[src/rtl/temporal_bundler.sv]
// Temporal bundler: majority-vote accumulation of WINDOW spatial HVs
// into one temporal HV, with valid/ready handshakes on both sides.
module temporal_bundler #(
    parameter int DIMENSIONS = 5,
    parameter int WINDOW     = 4,
    parameter int CNT_W      = $clog2(WINDOW + 1)
) (
    input  logic                  clk,
    input  logic                  rst_n,
    input  logic [DIMENSIONS-1:0] hvin,
    input  logic                  in_valid,
    output logic                  in_ready,
    input  logic                  clear,
    output logic [DIMENSIONS-1:0] hvout,
    output logic                  out_valid,
    input  logic                  out_ready,
    output logic [CNT_W-1:0]      win_count
);

    typedef enum logic {
        ACCUM,
        OUTPUT
    } state_t;

    state_t                state;
    logic [CNT_W-1:0]      counter  [DIMENSIONS];
    logic [CNT_W-1:0]      cnt_next [DIMENSIONS];
    logic [DIMENSIONS-1:0] first_hv;
    logic [DIMENSIONS-1:0] maj;
    logic                  accept;
    logic                  last;
    logic                  handshake;

    assign accept    = in_ready && in_valid && !clear;
    assign last      = accept && (win_count == CNT_W'(WINDOW - 1));
    assign handshake = (state == OUTPUT) && out_ready;

    // Per-dimension counts including this cycle's bit, and the majority vote
    always_comb begin
        for (int d = 0; d < DIMENSIONS; d++) begin
            cnt_next[d] = counter[d] + CNT_W'(hvin[d]);
        end
        maj = first_hv;
        for (int d = 0; d < DIMENSIONS; d++) begin
            if (2 * int'(cnt_next[d]) > WINDOW) begin
                maj[d] = 1'b1;
            end else if (2 * int'(cnt_next[d]) < WINDOW) begin
                maj[d] = 1'b0;
            end else begin
                // Tie: the first HV of the window breaks it
                maj[d] = (win_count == '0) ? hvin[d] : first_hv[d];
            end
        end
    end

    // Window FSM with registered handshake outputs and result
    always_ff @(posedge clk or negedge rst_n) begin
        if (!rst_n) begin
            state     <= ACCUM;
            in_ready  <= 1'b1;
            out_valid <= 1'b0;
            hvout     <= '0;
        end else begin
            unique case (state)
                ACCUM: begin
                    if (last) begin
                        state     <= OUTPUT;
                        in_ready  <= 1'b0;
                        out_valid <= 1'b1;
                        hvout     <= maj;
                    end
                end
                OUTPUT: begin
                    if (out_ready) begin
                        state     <= ACCUM;
                        in_ready  <= 1'b1;
                        out_valid <= 1'b0;
                    end
                end
                default: begin
                    state     <= ACCUM;
                    in_ready  <= 1'b1;
                    out_valid <= 1'b0;
                end
            endcase
        end
    end

    // Counter, window-length and first-HV bookkeeping
    always_ff @(posedge clk or negedge rst_n) begin
        if (!rst_n) begin
            win_count <= '0;
            first_hv  <= '0;
            for (int d = 0; d < DIMENSIONS; d++) begin
                counter[d] <= '0;
            end
        end else if (handshake || (state == ACCUM && clear)) begin
            win_count <= '0;
            for (int d = 0; d < DIMENSIONS; d++) begin
                counter[d] <= '0;
            end
        end else if (accept) begin
            win_count <= win_count + 1'b1;
            if (win_count == '0) begin
                first_hv <= hvin;
            end
            for (int d = 0; d < DIMENSIONS; d++) begin
                counter[d] <= cnt_next[d];
            end
        end
    end

endmodule

[config.mk]
export PLATFORM = sky130hd
export DESIGN_NAME = temporal_bundler
export DESIGN_NICKNAME = d
export VERILOG_FILES = /design/src/rtl/temporal_bundler.sv
export SDC_FILE = /design/constraint.sdc
export NUM_CORES = 1
export LEC_CHECK = 0
export CORE_MARGIN = 2
export CORE_UTILIZATION = 45
export CTS_CLUSTER_DIAMETER = 100
export DETAILED_ROUTE_END_ITERATION = 7
export PLACE_DENSITY = 0.77
export SYNTH_ARGS = -nofsm -noshare
export SYNTH_HDL_FRONTEND = slang
export SYNTH_SLANG_ARGS = --single-unit
[constraint.sdc]
create_clock -name clk -period 4.7 [get_ports clk]
set_input_delay 0.47 -clock clk [delete_from_list [all_inputs] [get_ports clk]]
set_output_delay 0.47 -clock clk [all_outputs]
set_load 0.03 [all_outputs]
==> results.py <==
metrics = {
    "floorplan": {
        "die_w_um": 63.45,
        "row_count": 21,
        "core-area_sq_um": 3363,
        "ioPinCount": 20,
        "dieArea_sq_um": 4025,
        "die_h_um": 63.45,
        "start_util_pct": 47.28,
    },
    "placed_design": {
        "dp_hpwl_mm": 2.165,
        "gp_congestion": 0.7198,
        "placed_area_sq_um": 1807,
        "io_buffers": 19,
        "place_ws_ns": 2.314,
    },
    "power_and_ir_drop": {
        "leakage_nw": 0.9040,
        "p_switching_uw": 107.2,
        "irDropWorstVdd_v": 0.0001561,
        "clkPwrFrac_pct": 38.6,
        "p_int_uw": 365.2,
        "p_sw_share_pct": 22.70,
        "power.density_nw_per_um2": 251.9,
        "pwr-share-comb_pct": 4.9,
        "power.share.sequential_pct": 56.4,
    },
    "setup_path": {
        "required_ns": 4.98,
        "crit_slowest_cell": "and2_1",
        "cp_cell_sequence": "clkdlybuf4s50_1, and3b_1, and2_1, mux2_2",
        "r2r_start": "win_count[0]$_DFFE_PN0P_",
        "path_delay_family": "simple AND/OR/NAND/NOR gates",
        "slowest_delay_ns": 0.62,
        "worst-path-buf-inv": 1,
        "arrival_ns": 2.32,
        "crit_fanout": 18,
        "path_class": "primary input to flop",
        "cp-start-kind": "primary input",
        "cp_num_cells": 4,
        "crit_path_end_kind": "flop",
        "crit_start": "clear",
        "reg2regPathDepth": 5,
    },
    "global_routing": {
        "grt-ovfl-total": 0,
        "grt_first_pass_wirelength_mm": 5.485,
        "antenna_found_initial": 0,
        "grt_usage_pct": 17.91,
        "grt_pass1_vias": 1153,
        "grt_max_degree": 32,
    },
    "clocking": {
        "insertion_delay_ns": 0.34,
        "cts.clk_slew.worst_paths_ns": 0.10,
        "htree_levels": 2,
        "clock_path_buffers": 2,
        "cts_made_buffers": 5,
        "cts_tree": "built",
        "cts_sinks": 31,
        "postCtsSetupBuffers": 0,
        "post_cts_resized": 0,
        "hold_buffers": 0,
        "root_buffer": "clkbuf_4",
    },
    "sta": {
        "hold_violations": 0,
        "fmax_mhz": 490.8,
        "tns_ns": 0,
        "final-setup-viol-count": 0,
        "min_period_ns": 2.037,
        "rsz0062_at_grt": "false",
        "worst_slack_ns": 2.663,
        "tightestPinTransition_ns": 0.7737,
        "post-route-period-util_pct": 43.35,
        "finalClockSkew_ns": 0.009222,
        "maxSlewHeadroom_pct": 48.25,
        "maxSlewViolCount": 0,
    },
    "synth": {
        "syn_inst": 125,
        "synth_area_leaders": "dfrtp_1, ha_1, a22o_1",
        "yosysTopAreaCellShare_pct": 47.21,
        "postSynthAreaPerCell_sq_um": 12.72,
        "ys_seq_area_share_pct": 48.86,
        "synth.distinct_cells": 26,
        "yosys.area.top_type": "dfrtp_1",
        "syn_nets": 148,
        "synth-seq-cells": 31,
        "yosys_warnings": 0,
        "syn_area_sq_um": 1590,
    },
    "cells_and_area": {
        "final_nets": 170,
        "utilization_pct": 55.77,
        "final_area_sq_um": 1876,
        "syn_to_final_growth_pct": 17.94,
        "antenna_cells": 0,
        "drive_gt1_share_pct": 14.86,
    },
    "route": {
        "antenna_left": 0,
        "vias": 1150,
        "drc": 0,
        "drtIter0Drc": 72,
        "avgRoutedWirePerCell_um": 15.86,
        "totalWireLength_mm": 3.077,
        "viasPerCell": 5.928,
        "dr.pass1.iters": 4,
    },
    "run": {
        "maxCapViolCount": 0,
    },
    "status": {
        "status": "completed",
    },
    "hold_path": {
        "hp-class": "primary input to asynchronous set/reset pin",
    },
}
==> routing by layer <==
| layer | GRT usage [%] | share of wire, % |
|---|---|---|
| met1 | 24.45 | 45 |
| met2 | 25.79 | 46 |
| met3 | 5.536 | 6.4 |
| met4 | 8.696 | 2.0 |
| met5 | 0 | 0 |
==> worst paths after layout <==
path / to / slack [ns]
max in group asynchronous: in_ready$_DFFE_PN1P_ / 3.88
setup reg to reg: first_hv[4]$_DFFE_PN0P_ / 2.72
hold reg to reg: out_valid$_DFFE_PN0P_ / 0.51
min in group clk: out_valid$_DFFE_PN0P_ / 0.51
hold / removal: first_hv[1]$_DFFE_PN0P_ / 0.51
setup / recovery: win_count[0]$_DFFE_PN0P_ / 2.66
==> final cells by class <==
class                   instances  area (sq um)
well taps                      46         57.56
repair buffers                 20         197.7
fillers                       305          1488
flip-flops and latches         31         777.0
inverters                       5         18.77
clock buffers                   8         68.82
multi-input cells              84         755.7
==> placed cells by master, fill, tap and decap left out, types with 2 or more instances in the layout <==
cell type	count
inv_1	5
o311ai_0	5
and2_1	2
nor2b_1	8
clkbuf_8	2
clkdlybuf4s50_1	19
a22o_1	12
a221o_1	5
mux2_2	6
and4b_1	5
ha_1	13
a31oi_1	5
a21oi_1	6
dfrtp_1	30
clkbuf_4	5
or4b_2	5
xnor2_1	5
==> per-stage QoR <==
| step | cells | power, mW | hold WS, ns |
|---|---|---|---|
| after floorplan | 125 | 0.2791 | 0.1744 |
| after global placement | 186 | 0.2945 | 0.4763 |
| after detailed placement | 186 | 0.2954 | 0.4885 |
| after CTS | 194 | 0.4771 | 0.5140 |
| after global routing | 194 | 0.4897 | 0.5275 |
| final | 194 | 0.4724 | 0.5081 |
==> power groups by stage <==
| stage | registers (mW) | logic (mW) | clock network [mW] |
|---|---|---|---|
| 2_1_floorplan | 0.272 | 0.00730 | 0 |
| 3_3_place_gp | 0.272 | 0.0227 | 0 |
| 3_5_place_dp | 0.272 | 0.0236 | 0 |
| 4_1_cts | 0.267 | 0.0238 | 0.187 |
| 5_1_grt | 0.267 | 0.0264 | 0.197 |
| 6_report | 0.267 | 0.0233 | 0.183 |
==> synth_stat cells <==
master,n
buf_2,1
nand3_1,1
o21a_1,1
ha_1,13
buf_4,1
mux2_2,6
nor2b_1,8
or4b_2,5
buf_6,2
clkbuf_1,1
a22o_1,12
xnor2_1,5
a31oi_1,5
nand2_2,1
inv_1,5
and3b_1,1
and2_1,2
a211oi_4,1
dfrtp_1,30
a221o_1,5
a21o_1,1
dfstp_2,1
and4b_1,5
o311ai_0,5
a21oi_1,6
nor2_1,1
==> cell families after synthesis <==
group	share of synthesized area (%)
AOI/OAI and AO/OA	18.57
DFF	48.86
and+or+nand+nor	11.72
adders and majority gates	10.23
buffers and inverters	3.619
muxes	4.248
xor gates and xnor gates	2.754
==> registers in the layout (all words and copies together) (netlist names) <==
name,cells
hvout,5
state,1
out_valid,1
counter,15
win_count,3
first_hv,5
in_ready,1
No activity file was read; power rests on OpenSTA's default activity.
